<file path="src/rtl/uart_pkg.sv">
`default_nettype none
// ============================================================================
//  Module      : uart_pkg
//  Description : Shared FSM state encoding and frame constants for uart_tx.
//  Revision    : 1.0 - initial release
// ============================================================================
package uart_pkg;

    typedef enum logic [1:0] {
        ST_IDLE  = 2'd0,
        ST_START = 2'd1,
        ST_DATA  = 2'd2,
        ST_STOP  = 2'd3
    } uart_state_t;

    // One start bit, eight data bits, one stop bit.
    localparam int UART_FRAME_BITS = 10;
    localparam int UART_DATA_BITS  = UART_FRAME_BITS - 2;

endpackage
`default_nettype wire

</file>
<file path="src/rtl/uart_tx_if.sv">
`default_nettype none
// ============================================================================
//  Module      : uart_tx_if
//  Description : Producer-side byte handshake (enable/data/busy) into uart_tx.
//  Revision    : 1.0 - initial release
// ============================================================================
interface uart_tx_if;

    logic       tx_en;
    logic [7:0] tx_data;
    logic       tx_busy;

    modport master (
        output tx_en,
        output tx_data,
        input  tx_busy
    );

    modport slave (
        input  tx_en,
        input  tx_data,
        output tx_busy
    );

endinterface
`default_nettype wire

</file>
<file path="src/rtl/byte_fifo.sv">
`default_nettype none
// ============================================================================
//  Module      : byte_fifo
//  Description : First-word-fall-through byte FIFO, pointer-wrap full/empty.
//  Revision    : 1.0 - initial release
// ============================================================================
module byte_fifo #(
    parameter int DEPTH = 16
) (
    input  wire                      clk,
    input  wire                      rst,
    input  wire                      push,
    input  wire                      pop,
    input  wire  [7:0]               din,
    output logic [7:0]               dout,
    output logic [$clog2(DEPTH):0]   count,
    output logic                     empty,
    output logic                     full
);

    localparam int c_addr_w = $clog2(DEPTH);

    logic [7:0]        r_mem [DEPTH];
    logic [c_addr_w:0] r_wr_ptr;
    logic [c_addr_w:0] r_rd_ptr;
    logic              w_wr;
    logic              w_rd;

    // A push at full is legal only when the head leaves in the same cycle.
    assign w_rd = pop && !empty;
    assign w_wr = push && (!full || w_rd);

    always_ff @(posedge clk or posedge rst) begin
        if (rst) begin
            r_wr_ptr <= '0;
            r_rd_ptr <= '0;
        end else begin
            if (w_wr) begin
                r_wr_ptr <= r_wr_ptr + 1'b1;
            end
            if (w_rd) begin
                r_rd_ptr <= r_rd_ptr + 1'b1;
            end
        end
    end

    always_ff @(posedge clk) begin
        if (w_wr) begin
            r_mem[r_wr_ptr[c_addr_w-1:0]] <= din;
        end
    end

    assign dout  = r_mem[r_rd_ptr[c_addr_w-1:0]];
    assign count = r_wr_ptr - r_rd_ptr;
    assign empty = (r_wr_ptr == r_rd_ptr);
    assign full  = (r_wr_ptr[c_addr_w] != r_rd_ptr[c_addr_w]) &&
                   (r_wr_ptr[c_addr_w-1:0] == r_rd_ptr[c_addr_w-1:0]);

endmodule
`default_nettype wire

</file>
<file path="src/rtl/uart_tx.sv">
`default_nettype none
// ============================================================================
//  Module      : uart_tx
//  Description : Buffered 8N1 UART transmitter with early-busy byte FIFO.
//  Revision    : 1.0 - initial release
// ============================================================================
module uart_tx
    import uart_pkg::*;
#(
    parameter int CLKS_PER_BIT = 104,
    parameter int FIFO_DEPTH   = 16
) (
    input  wire        clk,
    input  wire        rst,
    uart_tx_if.slave   bus,
    output logic       tx,
    output logic       overflow
);

    localparam int                   c_baud_w    = $clog2(CLKS_PER_BIT);
    localparam int                   c_cnt_w     = $clog2(FIFO_DEPTH) + 1;
    localparam logic [c_baud_w-1:0]  c_baud_last = c_baud_w'(CLKS_PER_BIT - 1);
    localparam logic [2:0]           c_last_bit  = 3'(UART_DATA_BITS - 1);
    localparam logic [c_cnt_w-1:0]   c_depth     = c_cnt_w'(FIFO_DEPTH);

    uart_state_t         r_state;
    logic [c_baud_w-1:0] r_baud;
    logic [2:0]          r_bit_idx;
    logic [7:0]          r_shift;

    logic                w_baud_done;
    logic                w_pop;
    logic                w_push;
    logic                w_empty;
    logic                w_full;
    logic [7:0]          w_head;
    logic [c_cnt_w-1:0]  w_count;
    logic [c_cnt_w-1:0]  w_free;

    assign w_baud_done = (r_baud == c_baud_last);
    assign w_pop       = !w_empty &&
                         ((r_state == ST_IDLE) || ((r_state == ST_STOP) && w_baud_done));
    assign w_push      = bus.tx_en && (!w_full || w_pop);

    // Busy one entry early so a producer reacting a cycle late still fits.
    assign w_free      = c_depth - w_count;
    assign bus.tx_busy = (w_free <= c_cnt_w'(1));

    byte_fifo #(
        .DEPTH (FIFO_DEPTH)
    ) u_fifo (
        .clk   (clk),
        .rst   (rst),
        .push  (w_push),
        .pop   (w_pop),
        .din   (bus.tx_data),
        .dout  (w_head),
        .count (w_count),
        .empty (w_empty),
        .full  (w_full)
    );

    always_ff @(posedge clk or posedge rst) begin
        if (rst) begin
            overflow <= 1'b0;
        end else if (bus.tx_en && !w_push) begin
            overflow <= 1'b1;
        end
    end

    always_ff @(posedge clk or posedge rst) begin
        if (rst) begin
            r_state   <= ST_IDLE;
            r_baud    <= '0;
            r_bit_idx <= '0;
            r_shift   <= '0;
            tx        <= 1'b1;
        end else begin
            case (r_state)
                ST_IDLE: begin
                    r_baud <= '0;
                    if (w_pop) begin
                        r_shift <= w_head;
                        tx      <= 1'b0;
                        r_state <= ST_START;
                    end
                end
                ST_START: begin
                    if (w_baud_done) begin
                        r_baud    <= '0;
                        r_bit_idx <= '0;
                        tx        <= r_shift[0];
                        r_state   <= ST_DATA;
                    end else begin
                        r_baud <= r_baud + 1'b1;
                    end
                end
                ST_DATA: begin
                    if (w_baud_done) begin
                        r_baud <= '0;
                        if (r_bit_idx == c_last_bit) begin
                            tx      <= 1'b1;
                            r_state <= ST_STOP;
                        end else begin
                            // Next bit is shift[1], which becomes shift[0] after this shift.
                            r_shift   <= r_shift >> 1;
                            r_bit_idx <= r_bit_idx + 1'b1;
                            tx        <= r_shift[1];
                        end
                    end else begin
                        r_baud <= r_baud + 1'b1;
                    end
                end
                ST_STOP: begin
                    if (w_baud_done) begin
                        r_baud <= '0;
                        if (w_pop) begin
                            r_shift <= w_head;
                            tx      <= 1'b0;
                            r_state <= ST_START;
                        end else begin
                            r_state <= ST_IDLE;
                        end
                    end else begin
                        r_baud <= r_baud + 1'b1;
                    end
                end
                default: begin
                    r_baud  <= '0;
                    tx      <= 1'b1;
                    r_state <= ST_IDLE;
                end
            endcase
        end
    end

endmodule
`default_nettype wire

</file>
<file path="src/flat_wrapper.sv">
// flat-port wrapper written by rule: the top's interface ports become plain ports
module uart_tx_flat import uart_pkg::*;
#(
    parameter int CLKS_PER_BIT = 104,
    parameter int FIFO_DEPTH   = 16
)
  (clk, rst, tx, overflow, bus_tx_en, bus_tx_data, bus_tx_busy);
  uart_tx_if bus_i ();
  input  wire clk;
  input  wire rst;
  output logic tx;
  output logic overflow;
  input wire logic [$bits(bus_i.tx_en)-1:0] bus_tx_en;
  input wire logic [$bits(bus_i.tx_data)-1:0] bus_tx_data;
  output wire logic [$bits(bus_i.tx_busy)-1:0] bus_tx_busy;
  assign bus_i.tx_en = bus_tx_en;
  assign bus_i.tx_data = bus_tx_data;
  assign bus_tx_busy = bus_i.tx_busy;
  uart_tx #(.CLKS_PER_BIT(CLKS_PER_BIT), .FIFO_DEPTH(FIFO_DEPTH)) u_core (.clk(clk), .rst(rst), .bus(bus_i), .tx(tx), .overflow(overflow));
endmodule
</file>
<file path="config.mk">
export PLATFORM = sky130hd
export DESIGN_NAME = uart_tx_flat
export DESIGN_NICKNAME = d
export VERILOG_FILES = /design/src/rtl/uart_pkg.sv /design/src/rtl/uart_tx_if.sv /design/src/rtl/byte_fifo.sv /design/src/rtl/uart_tx.sv /design/src/flat_wrapper.sv
export SDC_FILE = /design/constraint.sdc
export NUM_CORES = 1
export LEC_CHECK = 0
export CAP_MARGIN = 20
export CORE_UTILIZATION = 60
export DETAILED_ROUTE_END_ITERATION = 6
export GPL_TIMING_DRIVEN = 0
export PLACE_DENSITY = 0.77
export SLEW_MARGIN = 0
export SYNTH_ARGS = -nofsm -noshare
export SYNTH_HDL_FRONTEND = slang
export SYNTH_HIERARCHICAL = 1
export SYNTH_SLANG_ARGS = --single-unit
</file>
<file path="constraint.sdc">
create_clock -name clk -period 3.8 [get_ports clk]
set_input_delay 0.38 -clock clk [delete_from_list [all_inputs] [get_ports clk]]
set_output_delay 0.38 -clock clk [all_outputs]
set_load 0.005 [all_outputs]
</file>
==> results by group <==
Yosys
  – EDFF count, synth: 128
  – Ys flop type: edfxtp_1
  – Sequential fraction of the synthesis area: 66.0%
  – Syn nets: 467
  – Distinct cell type count after synthesis: 65
  – FFs w/ async S/R, synth: 20.0%
  – Syn Inst Count: 437
  – Mapped Avg Cell Area: 16.1 sq um
  – Mapped Area: 0.00704 sq mm
  – Yosys warns: 6
  – Yosys reg bits: 160

Worst setup path
  – R2r startpoint: u_core/u_fifo/r_rd_ptr[1]
  – Reg2reg path depth: 11
  – Reg2Reg Capture Point: u_core/u_fifo/r_mem[5][4]
  – Setup crit end kind: flip-flop
  – Crit start category: flip-flop
  – Max Fanout on Critical Path: 15
  – Reg2Reg Setup Slack: 0.14 ns
  – Worst Path Required: 3.84 ns
  – Critical Path AT: 3.70 ns
  – Crit Path Category: flip-flop to flip-flop

Global route
  – Pin count of the biggest net entering global routing: 23
  – Grt ovf: 0
  – GRT Total Usage: 25.0%
  – Vias in the first global route: 3857
  – Initial antenna violation count: 0
  – First-pass GRT wire length: 21200 um

STA
  – Clock skew after layout: 0.00912 ns
  – Rel. slew slack: 39.7%
  – Max Freq: 273 MHz
  – Crit share post-route: 96.3%
  – Final Max Slew Viols: 0
  – Fin crit period: 3.66 ns
  – RSZ-0062 raised after global routing: true
  – Hold Violations, Final: 0
  – Worst Max-Slew Pin Slew: 0.901 ns
  – Final Setup Violations: 0

Detailed routing
  – Routed vias/inst: 6.39
  – Starting DRT DRC Count: 396
  – Per-cell routed wire length: 22.4 um
  – DRT antenna net count: 0
  – DRC errors left: 0
  – Vias: 3992
  – Initial DRT Pass Iterations: 7
  – Routed wire length: 14000 um

Clocking
  – Clock buffer depth: 2
  – CTS tree: done
  – CTS clk-pin slew, worst paths: 0.06 ns
  – Worst-Skew Late Latency: 0.41 ns
  – Sinks on Clock Net: 160
  – H-tree Lvls: 4
  – Post-CTS Setup Bufs: 0
  – Clock root buffer: clkbuf_16
  – CTS Buf Count: 17

Power and ir drop
  – PwrDens: 550 mW/mm^2
  – VDD IR max: 430 uV
  – Switching Share: 25.1%
  – Clock power frac: 36.2%
  – Flop pwr share: 48.6%
  – Pleak: 2.84 nW
  – P_sw: 1.10 mW
  – Internal power: 3.28 mW
  – Combinational Power Share: 15.1%

Placement
  – Placer Congestion: 0.837
  – DP HPWL: 9320 um
  – PortBufs: 13
  – # placed instances: 597

Run status
  – Status: finished, final reports clean

Floorplan
  – Die ar.: 0.0122 sq mm
  – Core box area: 0.0114 sq mm
  – DIE WIDTH: 110 um
  – Initial core utilization: 61.7%
  – Die height: 110 um
  – IO Count: 14
  – # rows: 39

Finish
  – Nets: 502
  – Proportion of layout cells with a drive suffix above 1: 13.5%
  – Post-Layout Cell Count: 625
  – Final Util: 69.7%
  – Diodes inserted: 0
  – Commonest non-fill, non-tap cell in the layout: edfxtp_1
  – Commonest cells after routing, fill and taps aside: edfxtp_1, dfrtp_1, mux2i_1
  – Area growth, synth to finish: 13.0%

Job
  – Maxcap violations: 0

Worst hold path
  – HP Class: input port to async pin
-- what timing repair did --
action,in CTS,in global routing
endpoints found under the hold margin,0,0
resized for setup,4,5
hold buffers,0,0
cloned,0,0
setup endpoints to repair,115,74
-- worst max-delay path by stage --
stage | from | to | depth (start not counted)
after floorplan | u_core/u_fifo/r_rd_ptr[1] | u_core/u_fifo/r_mem[0][0] | 12
after global placement | u_core/u_fifo/r_rd_ptr[1] | u_core/u_fifo/r_mem[0][5] | 12
after detailed placement | u_core/u_fifo/r_rd_ptr[1] | u_core/u_fifo/r_mem[2][5] | 13
after CTS | u_core/u_fifo/r_rd_ptr[1] | u_core/u_fifo/r_mem[4][4] | 11
after global routing | u_core/u_fifo/r_rd_ptr[1] | u_core/u_fifo/r_mem[4][4] | 11
final | u_core/u_fifo/r_rd_ptr[1] | u_core/u_fifo/r_mem[5][4] | 11
-- final cells by class --
type	count	area, sq um
plain buffers	17	106
clock buffers	18	429
clock inverters	11	119
fillers	750	3460
inverters	21	78.8
multi-input cells	238	2240
flip-flops and latches	160	4650
well taps	143	179
repair buffers	17	160
-- per-stage QoR --
stage               area [sq um]  worst slack (ns)  TNS, ns  hold slack, ns  total power [mW]
floorplan                   7040             0.498        0           0.220              2.59
global placement            7350            -0.435   -17.39           0.448              2.76
detailed placement          7380            -0.206   -10.30           0.462              2.80
CTS                         7940             0.216        0           0.276              4.39
global route                7960           -0.0631    -1.81           0.311              4.56
finish                      7960             0.140        0           0.275              4.38
-- registers in the layout (all words and copies together), names as in the netlist --
register	cells
u_core/r_state	2
u_core/u_fifo/r_wr_ptr	5
u_core/r_baud	7
u_core/r_shift	8
u_core/u_fifo/r_rd_ptr	5
u_core/u_fifo/r_mem	128
u_core/tx	1
u_core/r_bit_idx	3
u_core/overflow	1
-- critical path: stages, from the launching register on --
cell and delay, ns:
dfrtp_1 0.35, buf_2 0.37, inv_1 0.16, ha_1 0.34, and4_1 0.22, and2_1 0.25
o21ai_0 0.24, and2_1 0.16, o31a_1 0.15, buf_4 0.17, nand2_1 0.18, nor2_1 0.68
-- power by group through the flow --
stage / logic (mW) / clock network, mW / registers [mW]
after floorplan: 0.449 / 0 / 2.14
after global placement: 0.609 / 0 / 2.15
after detailed placement: 0.635 / 0 / 2.16
after CTS: 0.649 / 1.61 / 2.13
after global routing: 0.740 / 1.68 / 2.14
final: 0.663 / 1.59 / 2.13
-- cell usage after synthesis (all sizes together) (3+ instances only) --
cell | n | area, sq um
edfxtp | 128 | 3840
dfrtp | 31 | 776
mux2i | 25 | 250
mux4 | 24 | 601
inv | 21 | 78.8
nor2 | 21 | 78.8
o21ai | 19 | 95.1
ha | 18 | 225
nand2 | 13 | 51.3
xnor2 | 12 | 105
a22oi | 11 | 87.6
clkbuf | 11 | 46.3
nor3 | 10 | 50.1
a32oi | 8 | 70.1
buf | 7 | 63.8
a21oi | 6 | 30.0
o22ai | 6 | 37.5
a2bb2oi | 5 | 43.8
nand2b | 5 | 31.3
nand3 | 5 | 25.0
and2 | 4 | 27.5
nand4 | 4 | 25.0
xor2 | 4 | 35.0
nor2b | 3 | 18.8
nor3b | 3 | 33.8
-- metal layers --
| metal | GRT usage (%) | routed length (um) |
|---|---|---|
| met5 | 0 | 0 |
| met2 | 40.4 | 6950 |
| met4 | 8.46 | 287 |
| met3 | 6.35 | 807 |
| met1 | 33.4 | 5950 |
-- cell families after synthesis --
family                   share of synthesized area, %
XOR/XNOR                                         1.99
multiplexers                                     12.4
buffers and inverters                            2.68
flip-flops                                       66.0
adder cells (fa/ha/maj)                          3.48
AND/OR/NAND/NOR                                  5.99
AO/OA/AOI/OAI                                    7.50
No activity file was read; power rests on OpenSTA's default activity.
==> RTL edit 1, RTL diff (config.mk and constraints unchanged) <==
`CLKS_PER_BIT` is set to 104 in 2 places; all go to 52.
--- a/src/rtl/uart_tx.sv
+++ b/src/rtl/uart_tx.sv
@@ -7,7 +7,7 @@
 module uart_tx
     import uart_pkg::*;
 #(
-    parameter int CLKS_PER_BIT = 104,
+    parameter int CLKS_PER_BIT = 52,
     parameter int FIFO_DEPTH   = 16
 ) (
     input  wire        clk,
--- a/src/flat_wrapper.sv
+++ b/src/flat_wrapper.sv
@@ -1,7 +1,7 @@
 // flat-port wrapper written by rule: the top's interface ports become plain ports
 module uart_tx_flat import uart_pkg::*;
 #(
-    parameter int CLKS_PER_BIT = 104,
+    parameter int CLKS_PER_BIT = 52,
     parameter int FIFO_DEPTH   = 16
 )
   (clk, rst, tx, overflow, bus_tx_en, bus_tx_data, bus_tx_busy);
Function: no difference found for any inputs over 10 cycles, from zero or initial values and one cycle with rst high; that may be too few to reach the edited logic, so the function may still have changed.
==> RTL edit 1 against the original RTL <==
- routed wire length grew 1.5%
- count of clock-buffer cells in the layout grew 3
- final area grew 0.11%
- clock power grew 13%
- global-route usage grew 1.9 points
- total power grew 5.6%
- sequential cell count shrank 1
- synthesized area shrank 1.1%
- combinational power grew 7.7%
- setup slack gained 150 ps
- core utilization grew 2.2 points
- highest routed layer unchanged
==> RTL edit 1: results (changes against the original RTL) <==
RUN STATUS
-----------------------------------------------------------------------------------------------------
Run status ............................................................................. complete, no violations

TIMING
-----------------------------------------------------------------------------------------------------
Worst-margin pin slew ..................................................................       830 ps   -71.2 ps
Worst clock skew .......................................................................      4.56 ps   -4.56 ps

SYNTH
-----------------------------------------------------------------------------------------------------
Parity-gate share of the synthesized area counting xor and xnor cells ..................        2.01%   +0.022 points
Area fraction in compound gates after synthesis ........................................        7.63%   +0.14 points
Top cells by instance count after synthesis ............................................ sky130_fd_sc_hd__edfxtp_1, sky130_fd_sc_hd__dfrtp_1, sky130_fd_sc_hd__mux2i_1, sky130_fd_sc_hd__nor2_1, sky130_fd_sc_hd__inv_1
Mux contribution to synthesized area ...................................................        12.4%   about the same
Average size of a mapped cell ..........................................................    16.3 um^2   +1.0%
Distinct cell type count after synthesis ...............................................           60   -7.7%
Synth Net Count ........................................................................          458   -1.9%
Post-synthesis share of cell area spent on full adders, half adders and majority gates .        3.52%   +0.038 points
Dominant cells by area after synthesis ................................................. sky130_fd_sc_hd__edfxtp_1, sky130_fd_sc_hd__dfrtp_1, sky130_fd_sc_hd__mux4_1, sky130_fd_sc_hd__mux2i_1, sky130_fd_sc_hd__ha_1
Portion of the post-synthesis area used by sequential elements .........................        66.3%   +0.36 points

DRT
-----------------------------------------------------------------------------------------------------
DR pass1 iterations ....................................................................            5   -2
Via-per-instance ratio .................................................................         6.43   +0.70%
Detailed-route wire length per cell ....................................................      23.1 um   +3.0%
Initial DRC Count ......................................................................          317   -20%

GRT
-----------------------------------------------------------------------------------------------------
Maximum number of pins on one net before global-route repair ...........................           22   -4.3%
Total global-route track usage .........................................................        27.0%   +1.9 points
First-pass GRT wire length .............................................................      22.2 mm   +4.7%

POWER
-----------------------------------------------------------------------------------------------------
Reported leakage power .................................................................      2.85 nW   +0.37%

PLACEMENT
-----------------------------------------------------------------------------------------------------
Placed instance area ...................................................................    7300 um^2   -1.1%
Placer Congestion ......................................................................        0.825   -1.4%
Final HPWL from detailed placement .....................................................      9.28 mm   -0.37%
Worst slack after detailed placement ...................................................      -380 ps   -173 ps

FINAL LAYOUT
-----------------------------------------------------------------------------------------------------
NumNets Final ..........................................................................          493   -1.8%

## RTL edit 1: changes by cell type in the layout (fill, tap and decap cells not counted), sizes merged, moves of 2 or more
cell	before	now
o31ai	0	2
and2	4	2
clkinv	7	4
nor3b	3	1
a31o	0	2
clkbuf	28	31
bufinv	2	5
o21ai	19	13
a22oi	11	8
a21boi	1	3
## RTL edit 1: layout make-up
class | instances | area [um^2]
plain buffers | 17 | 109
clock buffers | 21 | 440
clock inverters | 11 | 188
fillers | 666 | 3110
inverters | 20 | 75.1
multi-input cells | 231 | 2200
flip-flops and latches | 159 | 4620
well taps | 140 | 175
repair buffers | 17 | 160
## RTL edit 1: path summary, 6_finish.rpt
path | endpoint | slack (ps)
min | u_core/u_fifo/r_wr_ptr[4] | 260
min reg2reg | u_core/r_baud[0] | 460
min in group clk | u_core/r_baud[0] | 460
max | u_core/u_fifo/r_mem[13][0] | 290
max in group asynchronous | u_core/r_shift[6] | 2850
max reg2reg | u_core/u_fifo/r_mem[13][0] | 290
## RTL edit 1: report_power, final
part	internal (W)	switching, W
clock	0.00116	0.000629
combinational	0.000272	0.000442
sequential	0.00206	0.0000571
## RTL edit 1: per-layer routing
metal	part of all wire, %	global-route usage, %
met5	0	0
met4	2.7	12.3
met3	7.5	8.24
met2	50	43.2
met1	39	34.0
## RTL edit 1: cells by family (layout without fill, tap and decap cells)
logic type                 after synthesis  in the layout
adders and majority gates               19             19
xor gates and xnor gates                16             16
DFF                                    159            159
AOI/OAI and AO/OA                       73             73
buffers and inverters                   38             86
and+or+nand+nor                         73             73
muxes                                   50             50
==> RTL edit 2, RTL diff (same settings) <==
Made on the original files. Re-encode `uart_state_t` (4 states) as one-hot, 4 bits wide.
--- a/src/rtl/uart_pkg.sv
+++ b/src/rtl/uart_pkg.sv
@@ -6,11 +6,11 @@
 // ============================================================================
 package uart_pkg;
 
-    typedef enum logic [1:0] {
-        ST_IDLE  = 2'd0,
-        ST_START = 2'd1,
-        ST_DATA  = 2'd2,
-        ST_STOP  = 2'd3
+    typedef enum logic [3:0] {
+        ST_IDLE  = 4'b0001,
+        ST_START = 4'b0010,
+        ST_DATA  = 4'b0100,
+        ST_STOP  = 4'b1000
     } uart_state_t;
 
     // One start bit, eight data bits, one stop bit.
Formal check against the unedited RTL: same outputs for any inputs over 10 cycles, from zero or initial values and one cycle with rst high; not proved beyond that.
==> RTL edit 2 against the original RTL <==
- the run now ends with DRC left
- final area grew 6.1%
- setup slack gained 13 ps
- synthesized area grew 2.9%
- clock skew grew 2.7 ps
- global-route usage grew 1.7 points
- core utilization grew 3.0 points
- routed wire length grew 12%
- sequential cell count grew 2
- critical path type unchanged
- highest routed layer unchanged
Power is not compared: it rests on default switching activity, and its combinational part moved more than twofold at a synthesized area within 25%.
==> RTL edit 2: results (changes against the original RTL) <==
RUN STATUS
-----------------------------------------------------------------------------
Run status ..................................................... complete, but fails checks
Violated checks ................................................          DRC

GRT
-----------------------------------------------------------------------------
First-pass GRT wire length .....................................      24.3 mm   +15%
Total global-route track usage .................................        26.7%   +1.7 points
Maximum number of pins on one net before global-route repair ...           25   +8.7%

SYNTH
-----------------------------------------------------------------------------
Synth Net Count ................................................          489   +4.7%
Fraction of registers with async set or reset after synthesis ..        21.0%   +0.99 points
Top cells by instance count after synthesis .................... sky130_fd_sc_hd__edfxtp_1, sky130_fd_sc_hd__dfrtp_1, sky130_fd_sc_hd__nand2_1, sky130_fd_sc_hd__nor2_1, sky130_fd_sc_hd__mux2i_1
Distinct cell type count after synthesis .......................           67   +3.1%
Dominant cells by area after synthesis ......................... sky130_fd_sc_hd__edfxtp_1, sky130_fd_sc_hd__dfrtp_1, sky130_fd_sc_hd__mux4_1, sky130_fd_sc_hd__mux2i_1, sky130_fd_sc_hd__mux4_2
Portion of the post-synthesis area used by sequential elements .        64.8%   -1.1 points

PLACEMENT
-----------------------------------------------------------------------------
Placed instance area ...........................................    7580 um^2   +2.7%
Placer Congestion ..............................................        0.863   +3.0%
Final HPWL from detailed placement .............................      10.1 mm   +8.5%

SETUP PATH
-----------------------------------------------------------------------------
CP startpoint .................................................. u_core/u_fifo/r_rd_ptr[1]
Critical path arrival ..........................................      3750 ps   +50 ps
Largest driver fanout on the critical path .....................            8   -7
Cells on worst reg2reg path ....................................           13   +2
Reg2reg end .................................................... u_core/u_fifo/r_mem[15][0]

DRT
-----------------------------------------------------------------------------
Initial DRC Count ..............................................          316   -20%
Final wirelength ...............................................      15.7 mm   +12%
Total via count in the routed design ...........................         4283   +7.3%
Number of remaining DRC errors .................................            1   +1

CTS
-----------------------------------------------------------------------------
Clock insertion delay at the later pin of the skew report ......       430 ps   +20 ps

FINAL LAYOUT
-----------------------------------------------------------------------------
Filler instances ...............................................          698   -6.9%
NumNets Final ..................................................          536   +6.8%
Proportion of layout cells with a drive suffix above 1 .........        20.1%   +6.6 points

TIMING
-----------------------------------------------------------------------------
Final hold slack ...............................................       289 ps   +14.0 ps
Worst clock skew ...............................................      11.8 ps   +2.69 ps
Max_slew headroom ..............................................        39.4%   -0.28 points

## RTL edit 2: area by class of cell
type                       instances  share of cell area (%)
timing repair buffer              29                    2.93
multi-input combinational        265                    30.0
sequential                       162                    55.6
clock buffer                      17                    5.04
inverter                          17                   0.874
tap                              143                    2.12
buffer                            18                    1.54
clock inverter                    15                    1.84
## RTL edit 2: metrics by stage
stage	TNS, ps	instances	worst slack (ps)	total power [W]
6_report	0	666	153	0.00659
5_1_grt	-329	666	-37.1	0.00692
4_1_cts	0	657	33.0	0.00646
3_5_place_dp	-138330	622	-1170	0.00468
3_3_place_gp	-122950	619	-1300	0.00457
2_1_floorplan	-5140	463	-217	0.00406
## RTL edit 2: kinds of logic (layout without fill, tap and decap cells)
group	Yosys count	count (layout)	synth area share, %
xor gates and xnor gates	16	16	1.93
adders and majority gates	15	15	2.69
DFF	162	162	64.8
buffers and inverters	36	96	2.47
and+or+nand+nor	112	112	8.38
muxes	56	56	13.1
AOI/OAI and AO/OA	66	66	6.55
## RTL edit 2: worst max path at each step
stage                                  to  slack, ps
2_1_floorplan   u_core/u_fifo/r_mem[1][0]       -220
3_3_place_gp    u_core/u_fifo/r_mem[2][6]      -1300
3_5_place_dp   u_core/u_fifo/r_mem[12][5]      -1170
4_1_cts         u_core/u_fifo/r_mem[2][7]         30
5_1_grt        u_core/u_fifo/r_mem[15][7]        -40
6_report       u_core/u_fifo/r_mem[15][0]        150
## RTL edit 2: report_power, final
part           switching, W  leakage, nW  total (W)  internal (W)
Sequential         0.000149         1.58    0.00235       0.00220
Combinational       0.00144         1.25    0.00257       0.00113
Clock              0.000693        0.279    0.00167      0.000972
Total               0.00228         3.11    0.00659       0.00431
## RTL edit 2: critical path, stage by stage, from the launching register on
cell and delay [ps]:
sky130_fd_sc_hd__dfrtp_1 410, sky130_fd_sc_hd__buf_12 140, sky130_fd_sc_hd__inv_1 110, sky130_fd_sc_hd__ha_1 280, sky130_fd_sc_hd__and4_1 230, sky130_fd_sc_hd__and2_2 240, sky130_fd_sc_hd__or3_1 370, sky130_fd_sc_hd__nor4_4 360
sky130_fd_sc_hd__a21oi_2 110, sky130_fd_sc_hd__a21boi_1 190, sky130_fd_sc_hd__o31a_1 170, sky130_fd_sc_hd__buf_6 160, sky130_fd_sc_hd__nand4_1 210, sky130_fd_sc_hd__clkinvlp_4 340
## RTL edit 2: what timing repair did
item	CTS	global route
pin swaps	4	5
cloned	0	0
setup endpoints to repair	139	126
setup buffers	4	9
resized for setup	35	14
## RTL edit 2: routing by layer
metal  part of all wire (%)  GRT usage [%]  vias up
li1                       -              -     1901
met1                     41           35.6     2164
met2                     50           43.0      190
met3                    6.8           6.59       28
met4                    1.9           10.0        0
met5                      0              0        -
